**src/rtl/dmem_arb_pkg.sv**
```systemverilog
// Shared definitions for the data memory arbiter: FSM encoding, requester IDs,
// default timing/size parameters and the word-access legality check.
package dmem_arb_pkg;

    localparam logic [1:0] ST_IDLE   = 2'd0;
    localparam logic [1:0] ST_ACCESS = 2'd1;
    localparam logic [1:0] ST_DONE   = 2'd2;

    localparam logic PORT_CPU = 1'b0;
    localparam logic PORT_DMA = 1'b1;

    localparam int DEF_READ_LATENCY = 2;
    localparam int DEF_MEM_BYTES    = 1024;

    // A word access is rejected when misaligned or when its last byte falls past the memory end.
    function automatic logic addr_illegal(input logic [31:0] addr, input logic [31:0] last_word);
        return (addr[1:0] != 2'b00) || (addr > last_word);
    endfunction

endpackage

```
**src/rtl/rr_grant2.sv**
```systemverilog
// Two-way round-robin grant: one-hot grant from two requests, pointer moves to the
// non-granted port whenever a grant is taken.
module rr_grant2
    import dmem_arb_pkg::*;
(
    input  logic       CLK,
    input  logic       Reset,
    input  logic [1:0] i_req,
    input  logic       i_advance,
    output logic [1:0] o_grant
);

    logic r_ptr;

    always_comb begin
        o_grant = i_req;
        if (i_req == 2'b11) begin
            o_grant = (r_ptr == PORT_DMA) ? 2'b10 : 2'b01;
        end
    end

    always_ff @(posedge CLK) begin
        if (Reset) begin
            r_ptr <= PORT_CPU;
        end else if (i_advance && (o_grant != 2'b00)) begin
            r_ptr <= ~o_grant[1];
        end
    end

endmodule

```
**src/rtl/data_memory_arbiter.sv**
```systemverilog
// Arbitrates the single-port data memory between the CPU load/store stage (port 0)
// and the loader/DMA engine (port 1); one word transaction in flight at a time.
module data_memory_arbiter
    import dmem_arb_pkg::*;
#(
    parameter int READ_LATENCY = DEF_READ_LATENCY,
    parameter int MEM_BYTES    = DEF_MEM_BYTES
) (
    input  logic        CLK,
    input  logic        Reset,
    input  logic        Req0,
    input  logic        Req1,
    input  logic        Write0,
    input  logic        Write1,
    input  logic [31:0] Addr0,
    input  logic [31:0] Addr1,
    input  logic [31:0] WData0,
    input  logic [31:0] WData1,
    output logic        Ack0,
    output logic        Ack1,
    output logic        Err,
    output logic [31:0] RData,
    output logic [31:0] MemAddress,
    output logic [31:0] MemWriteData,
    output logic        MemWriteEnable,
    output logic        MemRead,
    input  logic [31:0] MemData
);

    localparam logic [31:0] LAST_WORD = 32'(MEM_BYTES - 4);
    localparam logic [3:0]  LAT_LOAD  = 4'(READ_LATENCY - 1);

    logic [1:0]  r_state;
    logic        r_port;
    logic        r_write;
    logic        r_err;
    logic [3:0]  r_cnt;
    logic [31:0] r_rdata;
    logic [31:0] r_mem_addr;
    logic [31:0] r_mem_wdata;

    logic [1:0]  w_grant;
    logic        w_idle;
    logic        w_take;
    logic        w_gport;
    logic        w_gwrite;
    logic [31:0] w_gaddr;
    logic [31:0] w_gwdata;
    logic        w_bad;

    assign w_idle = (r_state == ST_IDLE);
    assign w_take = w_idle && (w_grant != 2'b00);

    rr_grant2 u_rr (
        .CLK       (CLK),
        .Reset     (Reset),
        .i_req     ({Req1, Req0}),
        .i_advance (w_idle),
        .o_grant   (w_grant)
    );

    always_comb begin
        w_gport  = w_grant[1];
        w_gwrite = Write0;
        w_gaddr  = Addr0;
        w_gwdata = WData0;
        if (w_gport == PORT_DMA) begin
            w_gwrite = Write1;
            w_gaddr  = Addr1;
            w_gwdata = WData1;
        end
        w_bad = addr_illegal(w_gaddr, LAST_WORD);
    end

    // Rejected requests skip ACCESS entirely so the memory pins never move for them.
    always_ff @(posedge CLK) begin
        if (Reset) begin
            r_state     <= ST_IDLE;
            r_port      <= PORT_CPU;
            r_write     <= 1'b0;
            r_err       <= 1'b0;
            r_cnt       <= 4'd0;
            r_rdata     <= 32'd0;
            r_mem_addr  <= 32'd0;
            r_mem_wdata <= 32'd0;
        end else begin
            case (r_state)
                ST_IDLE: begin
                    if (w_take) begin
                        r_port  <= w_gport;
                        r_write <= w_gwrite;
                        r_err   <= w_bad;
                        r_cnt   <= LAT_LOAD;
                        if (w_bad) begin
                            r_state <= ST_DONE;
                            r_rdata <= 32'd0;
                        end else begin
                            r_state     <= ST_ACCESS;
                            r_mem_addr  <= w_gaddr;
                            r_mem_wdata <= w_gwdata;
                        end
                    end
                end
                ST_ACCESS: begin
                    if (r_write) begin
                        r_state <= ST_DONE;
                    end else if (r_cnt == 4'd0) begin
                        r_rdata <= MemData;
                        r_state <= ST_DONE;
                    end else begin
                        r_cnt <= r_cnt - 4'd1;
                    end
                end
                ST_DONE: begin
                    r_state <= ST_IDLE;
                end
                default: begin
                    r_state <= ST_IDLE;
                end
            endcase
        end
    end

    assign Ack0           = (r_state == ST_DONE) && (r_port == PORT_CPU);
    assign Ack1           = (r_state == ST_DONE) && (r_port == PORT_DMA);
    assign Err            = (r_state == ST_DONE) && r_err;
    assign MemWriteEnable = (r_state == ST_ACCESS) && r_write;
    assign MemRead        = (r_state == ST_ACCESS) && !r_write;
    assign RData          = r_rdata;
    assign MemAddress     = r_mem_addr;
    assign MemWriteData   = r_mem_wdata;

endmodule

```
**config.mk**
```make
export PLATFORM = sky130hd
export DESIGN_NAME = data_memory_arbiter
export DESIGN_NICKNAME = d
export VERILOG_FILES = /design/src/rtl/dmem_arb_pkg.sv /design/src/rtl/rr_grant2.sv /design/src/rtl/data_memory_arbiter.sv
export SDC_FILE = /design/constraint.sdc
export NUM_CORES = 1
export LEC_CHECK = 0
export BUFFER_PORTS_ARGS = -buffer_cell sky130_fd_sc_hd__buf_2
export CAP_MARGIN = 5
export CORE_AREA = 2 2 102 104
export CTS_BUF_LIST = sky130_fd_sc_hd__clkbuf_4
export CTS_CLUSTER_DIAMETER = 50
export DETAILED_ROUTE_END_ITERATION = 16
export DIE_AREA = 0 0 104 106
export PLACE_DENSITY = 0.89
export SYNTH_ARGS = -nofsm -noshare
export SYNTH_HDL_FRONTEND = slang
export SYNTH_SLANG_ARGS = --single-unit
```
**constraint.sdc**
```tcl
create_clock -name CLK -period 3.35 [get_ports CLK]
set_input_delay 0.5025 -clock CLK [delete_from_list [all_inputs] [get_ports CLK]]
set_output_delay 0.5025 -clock CLK [all_outputs]
set_load 0.01 [all_outputs]
```
==> out/summary.txt, run 1 <==
hold path depth -> 2
Routed WL -> 12.5 mm
number of violations reported at the end of detailed-routing iteration 0 -> 207
share of post-route cells with drive strength above 1 -> 0.412
number of buffers and inverters on the critical path -> 1
destination of the worst hold path -> RData[28]
total I/O pin count -> 267
unrepaired setup endpoints after global routing -> no
Critical R2R Launch -> r_state[0]
worst reg2reg setup slack -> 1150 ps
wire length of the first global-routing pass -> 19.9 mm
primary flip-flop cell chosen by synthesis mapping -> dfxtp_1
per-instance average area after synthesis -> 9.45 um^2
family with the most delay on the worst path -> simple AND/OR/NAND/NOR gates
cell area after synthesis -> 0.00443 mm^2
Power Density -> 376 mW/mm^2
synthesized netlist cell count -> 469
Post-Route Setup TNS -> 0 ps
DIE HEIGHT -> 106 um
required time at the endpoint of the critical path -> 3700 ps
core outline area -> 0.0100 mm^2
critical path endpoint category -> flip-flop
EDFF count, synth -> 0
Min Clock Period, post-route -> 2200 ps
antenna viol nets, final -> 0
R2R Path End -> MemWriteData[6]
Worst Reg2Reg Path Length in Cells -> 6
type of element launching the critical path -> flip-flop
measured slew at the worst slew-check pin -> 539 ps
CP max FO -> 40
final max-slew violation count -> 0
Lkg Pwr -> 3.11 nW
Clock Tree Buf Depth -> 2
Wirelength per Cell -> 14.5 um
count of instances resized after the clock tree is built -> 0
GPL Wtd Cong -> 0.822
number of flip-flops and latches in the synthesized netlist -> 106
kind of critical path -> flip-flop to flip-flop
arrival time of the worst setup path -> 2550 ps
standard-cell rows -> 37
cells along the critical path -> nor2_2 -> o21ai_1 -> or4_4 -> nand2_2 -> buf_12 -> mux2_1
number of nets in the finished design -> 888
count of filler cells inserted in the layout -> 928
Post-Syn Nets -> 636
number of sinks driven by the clock tree -> 106
total vias in the final route -> 4218
ratio of final minimum period to clock period -> 0.657
fraction of registers with async set/reset -> 0
Critical Path Slowest Stage Cell -> or4_4
count of buffers from port buffering -> 266
insertion delay of the later-clocked pin in the worst-skew pair -> 450 ps
number of buffers created by CTS -> 9
Max Clk Rate -> 455 MHz
number of global-route vias before repair -> 4132
Yosys warning total -> 0
final number of hold-violating endpoints -> 0
detailed placer's ending HPWL -> 9.29 mm
area of all placed cells without fillers -> 0.00598 mm^2
dominant cells by area after synthesis -> dfxtp_1 48%, mux2_1 10%, nand2_1 7.1%, a22o_1 6.3%, nor2b_1 5.8%
clock root cell -> clkbuf_4
Maximum Capacitance Violations -> 0
number of antenna violations at the first check in global routing -> 2
status -> finished, final reports clean
peak supply drop -> 191 uV
number of vias per cell after detailed routing -> 4.89
Max-Slew Margin vs Limit -> 0.639
launch instance of the worst min-delay path -> MemData[28]
clock transition time at the flip-flop clock pins of the worst setup and hold paths -> 180 ps
share of synthesized area occupied by flip-flops and latches -> 0.479
Post-route DRC -> 0
Final setup violation count -> 0
leftover overflow at the end of global routing -> 0
area share of the largest cell type after synthesis -> 0.479
Synth cell types -> 41
DIE WIDTH -> 104 um
All-Layer GR Usage -> 0.225
maximum single-stage delay on the critical path -> 620 ps
worst hold-check path type -> input pin to flip-flop
Placed Area -> 0.00581 mm^2
largest net degree at the start of global routing -> 56
Post CTS Setup Buffer Count -> 0
number of iterations in the first detailed-routing pass -> 4
Max Clock Skew -> 19.0 ps
area of the die -> 0.0110 mm^2
Yosys top cell by area -> dfxtp_1
quantity of hold-fixing buffers added after cts -> 0
growth of design area from synthesis to finish -> 34.8%
Max H-tree Level -> 3
Initial Util -> 0.443
TritonCTS clock tree -> built
[flip-flops by register name, indices dropped and copies added, names as in the netlist]
register / flops
r_err: 1
MemWriteData: 32
MemAddress: 32
r_cnt: 4
r_port: 1
RData: 32
u_rr.r_ptr: 1
r_write: 1
r_state: 2
[metal layers]
layer / part of all wire / GRT usage / vias up
met3: 0.079 / 0.0607 / 19
met4: 0.021 / 0.0936 / 2
met1: 0.40 / 0.249 / 1896
li1: - / - / 2105
met2: 0.50 / 0.407 / 196
met5: 0.00088 / 0 / -
[kinds of logic (layout without fill, tap and decap cells)]
group,after synthesis,count (layout),synth area share
AND/OR/NAND/NOR,192,192,0.224
flip-flops,106,106,0.479
AO/OA/AOI/OAI,90,90,0.139
XOR/XNOR,1,1,0.00198
other,0,1,0
adder cells (fa/ha/maj),1,1,0.00282
multiplexers,41,41,0.104
buffers and inverters,38,295,0.0499
[power by group]
group,switching [W],internal (W),total (W),leakage [nW]
Combinational,0.000132,0.000117,0.000249,2.16
Sequential,0.00000725,0.00127,0.00128,0.855
Clock,0.000470,0.000250,0.000720,0.0873
Total,0.000609,0.00164,0.00225,3.11
[layout make-up]
type,count,area (um^2),share of cell area
clock inverter,7,95.1,0.0159
antenna,1,2.50,0.000419
tap,136,170,0.0285
timing repair buffer,273,1400,0.234
clock buffer,9,67.6,0.0113
inverter,6,22.5,0.00377
multi-input combinational,325,2100,0.352
sequential,106,2120,0.355
[worst max path at each step]
stage,startpoint,endpoint,slack [ps],cells past startpoint
after floorplan,Addr1[23],MemAddress[2],1240,6
after global placement,Addr0[10],MemWriteData[9],740,7
after detailed placement,Addr0[10],MemWriteData[5],720,7
after CTS,r_state[0],MemWriteData[10],1130,6
after global routing,r_state[1],MemWriteData[27],1000,6
final,r_state[0],MemWriteData[6],1150,6
[Yosys cell counts, types with 2 or more instances]
library cell and count:
nand4_1 2, nor2_1 9, inv_1 6, nand2_1 84, o21ai_1 4, o21a_1 3
nor4_1 12, dfxtp_1 106, buf_2 3, nor2b_1 41, a22o_1 32, nor3_1 4
clkbuf_1 19, buf_6 10, nor3b_1 2, and2_1 26, a21oi_1 43, mux2_1 40
[stage by stage]
stage / hold WS [ps] / std cells / utilization / power, W / worst slack, ps
after floorplan: 433 / 469 / - / 0.00142 / 1240
after CTS: 220 / 862 / 0.598 / 0.00227 / 1130
after global routing: 204 / 863 / 0.598 / 0.00236 / 1000
after detailed placement: 439 / 846 / 0.581 / 0.00155 / 724
after global placement: 436 / 846 / 0.581 / 0.00155 / 739
final: 248 / 863 / 0.598 / 0.00225 / 1150
[cell usage in the layout, fill, tap and decap left out, types with 2 or more instances in the layout]
cell type,synthesis,routed
nor2_1,9,9
mux2_1,40,40
clkinv_4,0,2
buf_4,0,6
nand2_1,84,84
a22o_1,32,32
a21oi_1,43,43
nor3b_1,2,2
buf_2,3,266
o21ai_1,4,3
dfxtp_1,106,106
inv_8,0,2
clkbuf_4,0,9
inv_1,6,6
o21a_1,3,3
nor2b_1,41,41
and2_1,26,26
nand4_1,2,2
nor3_1,4,4
nor4_1,12,12
No activity file was read; power rests on OpenSTA's default activity.
==> inputs of run 2 (changes only) <==
Settings changed: ABC_AREA set to 1, CORE_AREA 2 2 102 104 to unset, CORE_UTILIZATION set to 47, DIE_AREA 0 0 104 106 to unset, PLACE_DENSITY 0.89 to 0.88.
Clock period 3.35 ns to 2.1 ns, I/O delays scaled along.
==> run 2 against run 1 <==
  * Core utilization up 7.5 points
  * Register-to-register slack got worse by 1000 ps
  * Critical endpoint is now MemWriteData[26]
  * Global-route usage up 2.1 points
  * Highest routed layer is now met4
  * First-iteration DRC count is 65% higher
  * Largest cell class is now multi-input combinational cells
==> out/summary.txt, run 2 <==
status -> finished, final reports clean
DIE HEIGHT -> 108 um (+2.0%)
Max Clock Skew -> 11.4 ps (-7.60 ps)
ratio of final minimum period to clock period -> 0.950 (+0.293)
Wirelength per Cell -> 12.5 um (-14%)
TritonCTS clock tree -> built
leftover overflow at the end of global routing -> 0 (unchanged)
Critical Path Slowest Stage Cell -> dfxtp_2
Max-Slew Margin vs Limit -> 0.685 (+0.0459)
All-Layer GR Usage -> 0.246 (+0.0210)
primary flip-flop cell chosen by synthesis mapping -> dfxtp_1
wire length of the first global-routing pass -> 22.8 mm (+15%)
area share of the largest cell type after synthesis -> 0.401 (-0.0776)
cells along the critical path -> inv_2 -> nand2_4 -> nand2_8 -> clkbuf_16 -> nand2_1 -> nand2_1 -> nand2_1 -> nor2_1 -> nand2_1 -> nor2_4 -> buf_12 -> nand3_4 -> clkbuf_16 -> nor2_2 -> nor2_2
type of element launching the critical path -> flip-flop
CP max FO -> 14 (-65%)
number of buffers created by CTS -> 9 (unchanged)
arrival time of the worst setup path -> 2370 ps (-180 ps)
final number of hold-violating endpoints -> 0 (unchanged)
insertion delay of the later-clocked pin in the worst-skew pair -> 460 ps (about the same)
number of global-route vias before repair -> 5136 (+24%)
dominant cells by area after synthesis -> dfxtp_1 40%, nand2_1 22%, nor2_1 10%, inv_1 8.3%, nand3_1 5.7%
most common library cells after synthesis -> 311 x nand2_1, 142 x nor2_1, 117 x inv_1
utilization after layout -> 0.673 (+0.0751)
DIE WIDTH -> 108 um (+4.0%)
fraction of power consumed by combinational cells -> 0.190 (+0.079)
number of standard cells in the final layout excluding fillers -> 1276 (+48%)
relative contribution of the clock network to total power -> 0.287 (-0.034)
Post-Syn Nets -> 1032 (+62%)
required time at the endpoint of the critical path -> 2480 ps (-1220 ps)
worst hold-check path type -> input pin to flip-flop
Post-Route Setup TNS -> 0 ps (unchanged)
count of filler cells inserted in the layout -> 968 (+4.3%)
GPL Wtd Cong -> 0.880 (+7.1%)
total I/O pin count -> 267 (unchanged)
number of antenna violations at the first check in global routing -> 3 (+1)
share of total power consumed by net switching -> 0.300 (+0.0293)
unrepaired setup endpoints after global routing -> yes
PnR Total Power -> 0.00403 W (+79%)
most common cell after layout, fill and taps aside -> nand2_1
final max-slew violation count -> 0 (unchanged)
final worst hold slack -> 130 ps (-119 ps)
total vias in the final route -> 6066 (+44%)
Clock Tree Buf Depth -> 2 (unchanged)
Lkg Pwr -> 4.52 nW (+46%)
DP Cell Count -> 1242 (+47%)
Yosys top cell by area -> dfxtp_1
Yosys warning total -> 0 (unchanged)
Maximum Capacitance Violations -> 0 (unchanged)
clock root cell -> clkbuf_4
area of the die -> 0.0117 mm^2 (+6.0%)
peak supply drop -> 525 uV (+180%)
share of post-route cells with drive strength above 1 -> 0.312 (-0.100)
measured slew at the worst slew-check pin -> 473 ps (-65.9 ps)
count of buffers from port buffering -> 266 (unchanged)
cell area after synthesis -> 0.00529 mm^2 (+19%)
Max Clk Rate -> 501 MHz (+10%)
Min Clock Period, post-route -> 1990 ps (-205 ps)
number of vias per cell after detailed routing -> 4.75 (-2.7%)
fraction of registers with async set/reset -> 0 (unchanged)
number of sinks driven by the clock tree -> 106 (unchanged)
Flop pwr share -> 0.523 (-0.046)
largest net degree at the start of global routing -> 58 (+3.6%)
cell internal power dissipation -> 0.00282 W (+72%)
top library cells by usage in the layout, fill and taps aside -> 294 x nand2_1, 266 x buf_2, 136 x nor2_1, 115 x inv_1, 105 x dfxtp_1
clock transition time at the flip-flop clock pins of the worst setup and hold paths -> 170 ps (about the same)
Power Density -> 550 mW/mm^2 (+46%)
NetSw -> 0.00121 W (+99%)
number of nets in the finished design -> 1295 (+46%)
per-instance average area after synthesis -> 6.12 um^2 (-35%)
critical path endpoint category -> flip-flop
standard-cell rows -> 38 (+2.7%)
kind of critical path -> flip-flop to flip-flop
Initial Util -> 0.486 (+0.0427)
share of synthesized area occupied by flip-flops and latches -> 0.401 (-0.0776)
number of violations reported at the end of detailed-routing iteration 0 -> 341 (+65%)
synthesized netlist cell count -> 865 (+84%)
Synth cell types -> 25 (-39%)
dominant cell type by count on the critical path -> nand2_1
Final setup violation count -> 0 (unchanged)
Post-route DRC -> 0 (unchanged)
maximum single-stage delay on the critical path -> 350 ps (-270 ps)
core outline area -> 0.0109 mm^2 (+8.9%)
antenna viol nets, final -> 0 (unchanged)
number of iterations in the first detailed-routing pass -> 5 (+1)
growth of design area from synthesis to finish -> 38.4%
Routed WL -> 16.0 mm (+28%)
detailed placer's ending HPWL -> 10.8 mm (+16%)
EDFF count, synth -> 0 (unchanged)
most frequent cell after synthesis -> nand2_1
number of flip-flops and latches in the synthesized netlist -> 106 (unchanged)
Max H-tree Level -> 3 (unchanged)
==> run 2: cell types whose count changed after synthesis, moves of 40 or more <==
cell	before	now
nor2_1	9	142
mux2_1	40	0
nand3_1	1	60
nand2_1	84	311
inv_1	6	117
nor2b_1	41	0
==> run 2: power by group through the flow <==
stage	Sequential, W	Clock [W]	Combinational (W)
floorplan	0.00216	0	0.000388
global placement	0.00214	0	0.000704
detailed placement	0.00214	0	0.000715
CTS	0.00210	0.00119	0.000718
global route	0.00211	0.00127	0.000856
finish	0.00210	0.00116	0.000766
==> run 2: repair_timing <==
action | 4_1_cts | 5_1_grt
endpoints found under the setup margin | 0 | 97
gates resized for setup | 0 | 39
hold buffers | 0 | 0
setup buffers | 0 | 6
==> run 2: final timing paths <==
kind | startpoint | end | slack (ps) | depth (start not counted)
max | u_rr.r_ptr | MemWriteData[26] | 110 | 15
min reg2reg | MemAddress[11] | MemAddress[11] | 460 | 2
max reg2reg | u_rr.r_ptr | MemWriteData[26] | 110 | 15
min | Reset | r_cnt[1] | 130 | 2
==> run 2: cell type report <==
cell class	count	area, um^2	area share
diodes	3	7.51	0.00102
clock buffers	9	67.6	0.00922
clock inverters	7	92.6	0.0126
inverters	118	444	0.0606
multi-input cells	591	2630	0.358
flip-flops and latches	106	2120	0.290
well taps	140	175	0.0239
repair buffers	302	1790	0.244
==> run 2: cell families (layout without fill, tap and decap cells) <==
group | after synthesis | in the layout | synth area share
AO/OA/AOI/OAI | 43 | 43 | 0.0430
XOR/XNOR | 1 | 1 | 0.00166
adder cells (fa/ha/maj) | 1 | 1 | 0.00236
buffers and inverters | 169 | 436 | 0.127
flip-flops | 106 | 106 | 0.401
multiplexers | 8 | 8 | 0.0151
other | 0 | 3 | 0
AND/OR/NAND/NOR | 537 | 538 | 0.409
==> run 2: worst max-delay path, delay by kind of cell, from the launching register on <==
family                 cells  cell delay, ps
and+or+nand+nor           11             990
buffers and inverters      4             560
DFF                        1             350
==> run 2: metal layers <==
metal,vias up,GRT usage,share of wire
li1,3116,-,-
met1,2664,0.272,0.40
met2,248,0.430,0.49
met3,38,0.0669,0.080
met4,0,0.123,0.031
met5,-,0,0
==> run 2: stage by stage <==
step / worst slack [ps] / area (um^2)
floorplan: 327 / 5290
global placement: 53.7 / 6810
detailed placement: -15.9 / 6810
CTS: 14.6 / 6970
global route: -42.0 / 7330
finish: 106 / 7330
==> inputs of run 3 (changes only) <==
Settings changed: SYNTH_HIERARCHICAL set to 1.
==> run 3 against run 2 <==
  * The run now ends with setup timing left
  * Clock power hardly changed
  * Setup slack worse by 220 ps
  * Global-route usage decreased by 0.40 points
  * Total power increased by 3.8%
  * Register-to-register slack lost 220 ps
  * Count of clock-buffer cells in the layout increased by 1
  * Synthesized cell count down 2.8%
  * Non-clock buffer count is 6 higher
  * Die area down 1.3%
  * Final cell count down 1.6%
  * First-iteration DRC count up 14%
  * Largest cell class unchanged
  * Largest power group unchanged
==> out/summary.txt, run 3 <==
violated checks -> setup timing
ratio of final minimum period to clock period -> 1.05 (+0.105)
number of flip-flops and latches in the synthesized netlist -> 106 (unchanged)
quantity of hold-fixing buffers added after cts -> 0 (unchanged)
total vias in the final route -> 5912 (-2.5%)
number of standard cells in the final layout excluding fillers -> 1255 (-1.6%)
insertion delay of the later-clocked pin in the worst-skew pair -> 470 ps (about the same)
detailed placer's ending HPWL -> 10.2 mm (-5.2%)
largest net degree at the start of global routing -> 57 (-1.7%)
number of vias per cell after detailed routing -> 4.71 (-0.91%)
DP Cell Count -> 1216 (-2.1%)
Clock Tree Buf Depth -> 2 (unchanged)
antenna viol nets, final -> 0 (unchanged)
Max H-tree Level -> 3 (unchanged)
area of the die -> 0.0115 mm^2 (-1.3%)
most common cell after layout, fill and taps aside -> nand2_1
Maximum Capacitance Violations -> 0 (unchanged)
final max-slew violation count -> 0 (unchanged)
synthesized netlist cell count -> 841 (-2.8%)
cell internal power dissipation -> 0.00293 W (+3.9%)
number of buffers and inverters on the critical path -> 4 (unchanged)
share of synthesized area occupied by flip-flops and latches -> 0.407 (+0.00557)
cell area after synthesis -> 0.00522 mm^2 (-1.4%)
NetSw -> 0.00125 W (+3.6%)
All-Layer GR Usage -> 0.242 (-0.00400)
area share of the largest cell type after synthesis -> 0.407 (+0.00557)
Yosys top cell by area -> dfxtp_1
worst hold-check path type -> input pin to flip-flop
Max Clock Skew -> 28.5 ps (+17.0 ps)
number of nets in the finished design -> 1275 (-1.5%)
relative contribution of the clock network to total power -> 0.276 (-0.011)
clock transition time at the flip-flop clock pins of the worst setup and hold paths -> 180 ps (about the same)
number of buffers created by CTS -> 9 (unchanged)
number of violations reported at the end of detailed-routing iteration 0 -> 390 (+14%)
most common library cells after synthesis -> 343 x nand2_1, 124 x nor2_1, 106 x dfxtp_1
utilization after layout -> 0.687 (+0.0144)
standard-cell rows -> 38 (unchanged)
Max Clk Rate -> 452 MHz (-9.9%)
EDFF count, synth -> 0 (unchanged)
arrival time of the worst setup path -> 2630 ps (+260 ps)
leftover overflow at the end of global routing -> 0 (unchanged)
setup slack after layout -> -115 ps (-220 ps)
maximum single-stage delay on the critical path -> 370 ps (+20 ps)
Lkg Pwr -> 4.43 nW (-2.2%)
dominant cell type by count on the critical path -> nand2_1
Yosys warning total -> 6 (+6)
final number of hold-violating endpoints -> 0 (unchanged)
TritonCTS clock tree -> built
total I/O pin count -> 267 (unchanged)
unrepaired setup endpoints after global routing -> yes
count of buffers from port buffering -> 266 (unchanged)
type of element launching the critical path -> flip-flop
Initial Util -> 0.482 (-0.00456)
Flop pwr share -> 0.509 (-0.014)
CP max FO -> 14 (unchanged)
DIE HEIGHT -> 107 um (-0.68%)
fraction of registers with async set/reset -> 0 (unchanged)
number of global-route vias before repair -> 4994 (-2.8%)
required time at the endpoint of the critical path -> 2510 ps (+30 ps)
Post-route DRC -> 0 (unchanged)
cells along the critical path -> inv_2 -> a21boi_4 -> clkbuf_16 -> nand2_1 -> nand2_1 -> nand2_1 -> nor2_1 -> nand2_1 -> nor2_4 -> nand3_4 -> buf_12 -> clkbuf_16 -> nand2_1 -> nand2_1 -> nor2_1
wire length of the first global-routing pass -> 22.4 mm (-1.7%)
Post-Syn Nets -> 1008 (-2.3%)
Synth cell types -> 30 (+20%)
Final setup violation count -> 63 (+63)
setup slack at placement -> -17.6 ps (-1.72 ps)
per-instance average area after synthesis -> 6.21 um^2 (+1.4%)
Min Clock Period, post-route -> 2210 ps (+220 ps)
number of antenna violations at the first check in global routing -> 2 (-1)
core outline area -> 0.0108 mm^2 (-0.44%)
Critical Path Slowest Stage Cell -> dfxtp_2
critical path endpoint category -> flip-flop
Max-Slew Margin vs Limit -> 0.631 (-0.0540)
share of post-route cells with drive strength above 1 -> 0.350 (+0.0388)
measured slew at the worst slew-check pin -> 553 ps (+80.1 ps)
peak supply drop -> 352 uV (-33%)
Wirelength per Cell -> 12.5 um (-0.13%)
kind of critical path -> flip-flop to flip-flop
number of iterations in the first detailed-routing pass -> 5 (unchanged)
status -> finished, violations left
most frequent cell after synthesis -> nand2_1
number of sinks driven by the clock tree -> 106 (unchanged)
top library cells by usage in the layout, fill and taps aside -> 316 x nand2_1, 266 x buf_2, 115 x nor2_1, 105 x dfxtp_1, 81 x inv_1
Power Density -> 561 mW/mm^2 (+2.1%)
dominant cells by area after synthesis -> dfxtp_1 41%, nand2_1 25%, nor2_1 8.9%, inv_1 6.0%, a21oi_1 3.5%
GPL Wtd Cong -> 0.889 (+0.95%)
growth of design area from synthesis to finish -> 42.7%
primary flip-flop cell chosen by synthesis mapping -> dfxtp_1
fraction of power consumed by combinational cells -> 0.215 (+0.025)
family with the most delay on the worst path -> simple AND/OR/NAND/NOR gates
Routed WL -> 15.7 mm (-1.8%)
share of total power consumed by net switching -> 0.300 (-0.000429)
DIE WIDTH -> 107 um (-0.68%)
clock root cell -> clkbuf_4
==> run 3: final timing paths <==
path | cells past startpoint | start | slack, ps | endpoint
worst max-delay path | 15 | u_rr/r_ptr | -110 | MemWriteData[27]
worst min register to register | 2 | r_port | 500 | r_port
worst max register to register | 15 | u_rr/r_ptr | -110 | MemWriteData[27]
worst min-delay path | 2 | Reset | 100 | r_cnt[2]
==> run 3: worst register-to-register path: stages, from the launching register on <==
cell and delay (ps):
dfxtp_2 370, inv_2 50, a21boi_4 280, clkbuf_16 220
nand2_1 70, nand2_1 70, nand2_1 60, nor2_1 90
nand2_1 100, nor2_4 160, nand3_4 120, buf_12 170
clkbuf_16 180, nand2_1 90, nand2_1 70, nor2_1 110
==> run 3: cell type report <==
class | count | area, um^2
timing repair buffer | 308 | 1990
fill | 938 | 3390
multi-input combinational | 598 | 2670
clock buffer | 10 | 75.1
sequential | 106 | 2120
antenna | 2 | 5.00
inverter | 85 | 327
clock inverter | 6 | 83.8
tap | 140 | 175
==> run 3: power groups by stage <==
| stage | Sequential, W | Clock [W] | Combinational [W] |
|---|---|---|---|
| 2_1_floorplan | 0.00219 | 0 | 0.000416 |
| 3_3_place_gp | 0.00216 | 0 | 0.000760 |
| 3_5_place_dp | 0.00216 | 0 | 0.000773 |
| 4_1_cts | 0.00212 | 0.00118 | 0.000776 |
| 5_1_grt | 0.00213 | 0.00125 | 0.00101 |
| 6_report | 0.00213 | 0.00115 | 0.000900 |
==> run 3: logic make-up after synthesis <==
| group | count (synthesis) | synth area share |
|---|---|---|
| AOI/OAI and AO/OA | 56 | 0.0570 |
| DFF | 106 | 0.407 |
| xor gates and xnor gates | 1 | 0.00168 |
| adders and majority gates | 1 | 0.00240 |
| and+or+nand+nor | 540 | 0.415 |
| buffers and inverters | 137 | 0.117 |
==> run 3: timing repair <==
| action | in CTS | in global routing |
|---|---|---|
| gates resized for setup | 0 | 64 |
| setup buffers | 0 | 8 |
| endpoints found under the setup margin | 0 | 99 |
==> run 3: metal layers <==
| metal | global-route usage | vias up | wire, um |
|---|---|---|---|
| met5 | 0 | - | 0 |
| li1 | - | 3077 | - |
| met3 | 0.0587 | 27 | 1150 |
| met2 | 0.418 | 227 | 7680 |
| met4 | 0.111 | 0 | 374 |
| met1 | 0.282 | 2581 | 6500 |
==> run 3: through the flow <==
stage | cell area [um^2] | hold WS (ps) | TNS (ps) | power [W]
2_1_floorplan | 5220 | 377 | 0 | 0.00260
3_3_place_gp | 6720 | 457 | 0 | 0.00292
3_5_place_dp | 6720 | 465 | -39.7 | 0.00294
4_1_cts | 6880 | 80.9 | 0 | 0.00408
5_1_grt | 7450 | 79.8 | -13240 | 0.00439
6_report | 7450 | 104 | -1810 | 0.00418
